==> src/rtl/ifu_fd_stage_pkg.sv <==
// ---------------------------------------------------------------------------
// ifu_fd_stage_pkg
// Shared constants for the fetch stage and the pipeline registers.
//   RESET_PC_DEF : fetch address loaded on reset
//   IM_BASE_DEF  : byte address of instruction-memory word 0
//   IM_AW_DEF    : instruction-memory word-address width
//   NOP_INSTR    : encoding used for bubbles and suppressed fetches
//   opcode_e     : primary opcode field values of the supported MIPS subset
// ---------------------------------------------------------------------------
package ifu_fd_stage_pkg;

  localparam logic [31:0] RESET_PC_DEF = 32'h0000_3000;
  localparam logic [31:0] IM_BASE_DEF  = 32'h0000_3000;
  localparam int          IM_AW_DEF    = 12;
  localparam logic [31:0] NOP_INSTR    = 32'h0000_0000;

  typedef enum logic [5:0] {
    OP_SPECIAL = 6'h00,
    OP_J       = 6'h02,
    OP_JAL     = 6'h03,
    OP_BEQ     = 6'h04,
    OP_ORI     = 6'h0D,
    OP_LUI     = 6'h0F,
    OP_LW      = 6'h23,
    OP_SW      = 6'h2B
  } opcode_e;

endpackage

==> src/rtl/ifu_fd_stage_fd_reg.sv <==
// ---------------------------------------------------------------------------
// fd_reg
// Generic pipeline register between two stages (used for F/D, and later for
// D/E, E/M and M/W).
//   clk, resetn         : clock, synchronous active-low reset
//   en                  : load a new entry (deasserted while the stage stalls)
//   clr                 : turn the entry into a bubble; wins over en
//   payload_i/payload_o : stage payload, cleared to all-zero on clr
//   pc_i/pc_o           : PC of the entry; loads whenever en=1, even on clr,
//                         and holds when en=0
//   valid_i/valid_o     : entry is a real instruction (0 = bubble)
// valid_o qualifies payload_o and pc_o; there is no backpressure other than
// en being held low.
// ---------------------------------------------------------------------------
module fd_reg
  import ifu_fd_stage_pkg::*;
#(
  parameter int          PW     = 32,
  parameter logic [31:0] RST_PC = RESET_PC_DEF
) (
  input  logic          clk,
  input  logic          resetn,
  input  logic          en,
  input  logic          clr,
  input  logic [PW-1:0] payload_i,
  input  logic [31:0]   pc_i,
  input  logic          valid_i,
  output logic [PW-1:0] payload_o,
  output logic [31:0]   pc_o,
  output logic          valid_o
);

  logic [PW-1:0] payload_q, payload_d;
  logic [31:0]   pc_q, pc_d;
  logic          valid_q, valid_d;

  always_comb begin
    payload_d = payload_q;
    pc_d      = pc_q;
    valid_d   = valid_q;
    if (clr) begin
      payload_d = '0;
      valid_d   = 1'b0;
      // A bubble still tracks the PC it replaced unless the stage is stalled.
      if (en) pc_d = pc_i;
    end else if (en) begin
      payload_d = payload_i;
      pc_d      = pc_i;
      valid_d   = valid_i;
    end
  end

  always_ff @(posedge clk) begin
    if (!resetn) begin
      payload_q <= '0;
      pc_q      <= RST_PC;
      valid_q   <= 1'b0;
    end else begin
      payload_q <= payload_d;
      pc_q      <= pc_d;
      valid_q   <= valid_d;
    end
  end

  assign payload_o = payload_q;
  assign pc_o      = pc_q;
  assign valid_o   = valid_q;

endmodule

==> src/rtl/ifu_fd_stage.sv <==
// ---------------------------------------------------------------------------
// ifu_fd_stage
// Fetch-stage PC register plus the F/D pipeline register.
//   clk, resetn : clock, synchronous active-low reset
//   F_nextPC    : next fetch address from the next-PC logic
//   stall       : holds F_PC and the F/D register, counts in stall_cnt
//   flush       : replaces the instruction entering D with a bubble
//   im_addr     : instruction-memory word address, combinational from F_PC
//   im_rdata    : instruction word for im_addr, same cycle
//   F_PC        : current fetch PC
//   D_instr, D_PC, D_valid : instruction in D, its PC, real/bubble flag
//   stall_cnt   : saturating count of stalled cycles since reset
//   D_exc_adel  : fetch address error for the D instruction (only with
//                 IFU_ADEL_CHECK_EN defined)
// Optional feature macro: IFU_ADEL_CHECK_EN (fetch address-error check).
// ---------------------------------------------------------------------------
module ifu_fd_stage
  import ifu_fd_stage_pkg::*;
#(
  parameter logic [31:0] RESET_PC = RESET_PC_DEF,
  parameter logic [31:0] IM_BASE  = IM_BASE_DEF,
  parameter int          IM_AW    = IM_AW_DEF
) (
  input  logic             clk,
  input  logic             resetn,
  input  logic [31:0]      F_nextPC,
  input  logic             stall,
  input  logic             flush,
  output logic [IM_AW-1:0] im_addr,
  input  logic [31:0]      im_rdata,
  output logic [31:0]      F_PC,
  output logic [31:0]      D_instr,
  output logic [31:0]      D_PC,
  output logic             D_valid,
`ifdef IFU_ADEL_CHECK_EN
  output logic             D_exc_adel,
`endif
  output logic [31:0]      stall_cnt
);

  logic [31:0] f_pc_q, f_pc_d;
  logic [31:0] stall_cnt_q, stall_cnt_d;
  logic [31:0] pc_off;
  logic        unused_pc_off;
  logic        fd_en;

  // Word address relative to the memory base; upper bits are dropped so
  // out-of-window addresses wrap modulo the memory size.
  assign pc_off        = f_pc_q - IM_BASE;
  assign im_addr       = pc_off[IM_AW+1:2];
  assign unused_pc_off = ^{pc_off[31:IM_AW+2], pc_off[1:0]};

  always_comb begin
    f_pc_d      = f_pc_q;
    stall_cnt_d = stall_cnt_q;
    if (stall) begin
      if (stall_cnt_q != 32'hFFFF_FFFF) stall_cnt_d = stall_cnt_q + 32'd1;
    end else begin
      f_pc_d = F_nextPC;
    end
  end

  always_ff @(posedge clk) begin
    if (!resetn) begin
      f_pc_q      <= RESET_PC;
      stall_cnt_q <= '0;
    end else begin
      f_pc_q      <= f_pc_d;
      stall_cnt_q <= stall_cnt_d;
    end
  end

  assign F_PC      = f_pc_q;
  assign stall_cnt = stall_cnt_q;
  assign fd_en     = ~stall;

`ifdef IFU_ADEL_CHECK_EN
  localparam int          PW       = 33;
  // One past the last valid byte address, kept 33 bits wide so a window at
  // the top of the address space does not overflow.
  localparam logic [32:0] IM_LIMIT = {1'b0, IM_BASE} + (33'd4 << IM_AW);

  logic          adel;
  logic [PW-1:0] fd_in, fd_out;

  always_comb begin
    adel  = (f_pc_q[1:0] != 2'b00) || (f_pc_q < IM_BASE) ||
            ({1'b0, f_pc_q} >= IM_LIMIT);
    // A faulting fetch enters D as a valid nop carrying the error flag.
    fd_in = adel ? {1'b1, NOP_INSTR} : {1'b0, im_rdata};
  end

  assign D_instr    = fd_out[31:0];
  assign D_exc_adel = fd_out[32];
`else
  localparam int PW = 32;

  logic [PW-1:0] fd_in, fd_out;

  assign fd_in   = im_rdata;
  assign D_instr = fd_out;
`endif

  fd_reg #(
    .PW    (PW),
    .RST_PC(RESET_PC)
  ) u_fd_reg (
    .clk      (clk),
    .resetn   (resetn),
    .en       (fd_en),
    .clr      (flush),
    .payload_i(fd_in),
    .pc_i     (f_pc_q),
    .valid_i  (1'b1),
    .payload_o(fd_out),
    .pc_o     (D_PC),
    .valid_o  (D_valid)
  );

endmodule
==> config.mk <==
export PLATFORM = sky130hd
export DESIGN_NAME = ifu_fd_stage
export DESIGN_NICKNAME = d
export VERILOG_FILES = /design/src/rtl/ifu_fd_stage_pkg.sv /design/src/rtl/ifu_fd_stage_fd_reg.sv /design/src/rtl/ifu_fd_stage.sv
export SDC_FILE = /design/constraint.sdc
export NUM_CORES = 1
export LEC_CHECK = 0
export ABC_AREA = 0
export BUFFER_PORTS_ARGS = -buffer_cell sky130_fd_sc_hd__buf_2
export CORE_MARGIN = 5
export CORE_UTILIZATION = 49
export CTS_CLUSTER_DIAMETER = 50
export DETAILED_ROUTE_END_ITERATION = 12
export PLACE_DENSITY = 0.8
export SYNTH_ARGS = -nofsm -noshare
export SYNTH_HDL_FRONTEND = slang
export SYNTH_HIERARCHICAL = 1
export SYNTH_SLANG_ARGS = --single-unit
==> constraint.sdc <==
create_clock -name clk -period 2.3 [get_ports clk]
set_input_delay 0.46 -clock clk [delete_from_list [all_inputs] [get_ports clk]]
set_output_delay 0.46 -clock clk [all_outputs]
set_load 0.02 [all_outputs]
==> results.toml <==
[critical_path]
reg2reg_to = "stall_cnt[10]"
critPathMaxFanout = 24
crit_chain = "ha_1, and2_2, and3_1, and3_4, or4_2, a21oi_1"
r2r_slack_ns = 0.14
r2r_cells = 6
cp-end-kind = "flop"
timing.critical_path.buf_inv = 0
cp_data_required_time_ns = 2.73
critPathKind = "reg -> reg"
crit_path_top_delay_cell = "or4_2"
startpoint_type = "flop"
cp_data_arrival_time_ns = 2.59
critical-path-top-delay-family = "simple AND/OR/NAND/NOR gates"
cpPeakStageDelay_ns = 0.64
worstReg2RegStart = "stall_cnt[0]"

[finish]
fin_nets = 788
num_antenna_cells = 0
fin_cells = 871
fin_util = 0.646
drive_gt1_frac = 0.368
area_delta_synth_final_pct = 30.8

[global_routing]
grt_max_degree = 37
grt_pass1_vias = 4463
grt_use_total = 0.204
grt_pass1_wl_um = 21500
grt_overflow_total = 0
antenna_found_initial = 0

[clock_tree]
htree_levels = 4
clkTransAtPathRegs_ns = 0.06
cts_sinks = 129
ctsHoldBuffers = 0
tritoncts = "built"
cts-root-buf = "clkbuf_8"
insertion_delay_ns = 0.51
cts_inserted_buffers = 17
clk_path_buf_depth = 2
post-cts-setup-buffers = 0

[timing]
skew_ns = 0.00799
setup_viol = 0
finalWorstSetupSlack_ns = 0.135
slew_viol_final = 0
fmaxAchievable_mhz = 462
post-route-period-util = 0.941
final_hold_viol_count = 0
maxSlewHeadroom = 0.601
rsz0062_at_grt = "no"
tightestPinTransition_ns = 0.599
tns_ns = 0
period_needed_ns = 2.16

[synthesis]
synthCells = 522
ys_seq_elements = 129
syn_nets = 591
synth.avg_cell_area_um2 = 10.2
ys.warnings.count = 6
synth_area_leaders = "dfxtp_1, mux2i_1, nor2_1"
synth.distinct_cells = 49
yosysTopAreaCellShare = 0.487
synth_edf_count = 0
synth_seq_area_share = 0.487
synth_area_um2 = 5310
ys.flop_type = "dfxtp_1"
yosysTopAreaCell = "dfxtp_1"
synthArstFlopShare = 0

[pwr]
ir_drop_mv = 0.408
p_per_area_nw_per_um2 = 823
p_leak_nw = 3.36
p_total_w = 0.00571

[placed_design]
portBuffers = 208
post-place-ws_ns = 0.168
dp_hpwl_um = 9840
dp_cells = 840
routabilityCongestion = 0.820

[floorplanning]
rows = 38
initial_utilization = 0.494
io_pins = 209
coreArea_um2 = 10700
dieArea_um2 = 13000
die_h_um = 114
die_w_um = 114

[route]
drt_iter0_drc = 250
wl_per_cell_um = 15.5
vias = 4381
vias_per_cell = 5.03
wl_um = 13500
drc = 0
ant_nets = 0
drtPass1Iterations = 4

[hold_path]
hold_path_startpoint = "F_nextPC[17]"
hp-class = "in -> reg"
min_to = "F_PC[17]"
whs_path_depth = 3

[job]
cap_violations = 0

[status]
status = "finished, final reports clean"
==> sequential cells by signal (all words and copies together) (netlist names) <==
| register | cells |
|---|---|
| stall_cnt | 32 |
| F_PC | 32 |
| u_fd_reg/pc_o | 32 |
| u_fd_reg/payload_o | 32 |
| u_fd_reg/valid_o | 1 |
==> worst min-delay path, cell delays in order <==
cell and delay (ns):
buf_2 0.07, mux2i_1 0.05, nor2_1 0.07
==> cell type report <==
type / instances / area (um2)
clock inverters: 10 / 183
flip-flops and latches: 129 / 2580
repair buffers: 219 / 1120
well taps: 140 / 175
inverters: 9 / 35.0
clock buffers: 21 / 449
fillers: 901 / 3810
multi-input cells: 343 / 2390
==> through the flow <==
| step | instance area [um2] | hold slack (ns) |
|---|---|---|
| final | 6940 | 0.181 |
| after global routing | 6940 | 0.152 |
| after CTS | 6930 | 0.153 |
| after detailed placement | 6300 | 0.459 |
| after global placement | 6300 | 0.458 |
| after floorplan | 5310 | 0.560 |
==> cell usage after synthesis (5+ instances only) <==
cell type,count
buf_6,9
nor2b_1,30
xnor2_1,10
a21oi_1,14
o31ai_1,11
nor2_1,80
nand2_1,15
clkbuf_1,14
buf_4,11
mux2i_1,101
or4_2,7
nor3_1,7
nand2b_1,5
nand3_1,12
inv_1,9
nand4_1,7
dfxtp_1,129
==> logic make-up after synthesis <==
logic type / synth area share
other cells: 0.000707
xor+xnor: 0.0182
buf+inv: 0.0639
mux: 0.191
compound gates: 0.0476
fa+ha+maj: 0.00236
flops: 0.487
simple gates: 0.190
==> report_power, final <==
group | internal, W | switching, W
Clock | 0.00192 | 0.000919
Sequential | 0.00231 | 0.0000528
Combinational | 0.000210 | 0.000299
==> routing by layer <==
layer | part of all wire | vias to the layer above | track usage
li1 | - | 2195 | -
met2 | 0.49 | 177 | 0.352
met5 | 0 | - | 0
met3 | 0.093 | 7 | 0.0624
met4 | 0.0056 | 0 | 0.0602
met1 | 0.41 | 2002 | 0.246
==> layout by cell type, fill, tap and decap left out, drive strengths merged, types with 4 or more instances in the layout <==
cell type and n:
buf 219, dfxtp 129, mux2i 101, nor2 80
nor2b 30, clkbuf 21, nand2 15, a21oi 14
nand3 12, o31ai 11, or4 11, xnor2 10
nand4 9, nor3 8, inv 7, nand2b 5
bufinv 5, nor4 5, or3 4, clkinv 4
==> worst max path at each step <==
stage | from | to | slack [ns] | cells after the start
global route | stall_cnt[0] | stall_cnt[10] | 0.07 | 6
detailed placement | stall_cnt[6] | stall_cnt[23] | 0.17 | 5
global placement | stall_cnt[0] | stall_cnt[8] | 0.25 | 6
CTS | stall_cnt[6] | stall_cnt[23] | 0.12 | 5
floorplan | stall_cnt[0] | stall_cnt[23] | 0.15 | 7
finish | stall_cnt[0] | stall_cnt[10] | 0.14 | 6
==> what timing repair did <==
item | CTS | global route
hold endpoints to repair | 0 | 0
endpoints found under the setup margin | 0 | 4
gates resized for setup | 0 | 1
Power figures use the tool's default switching activity.
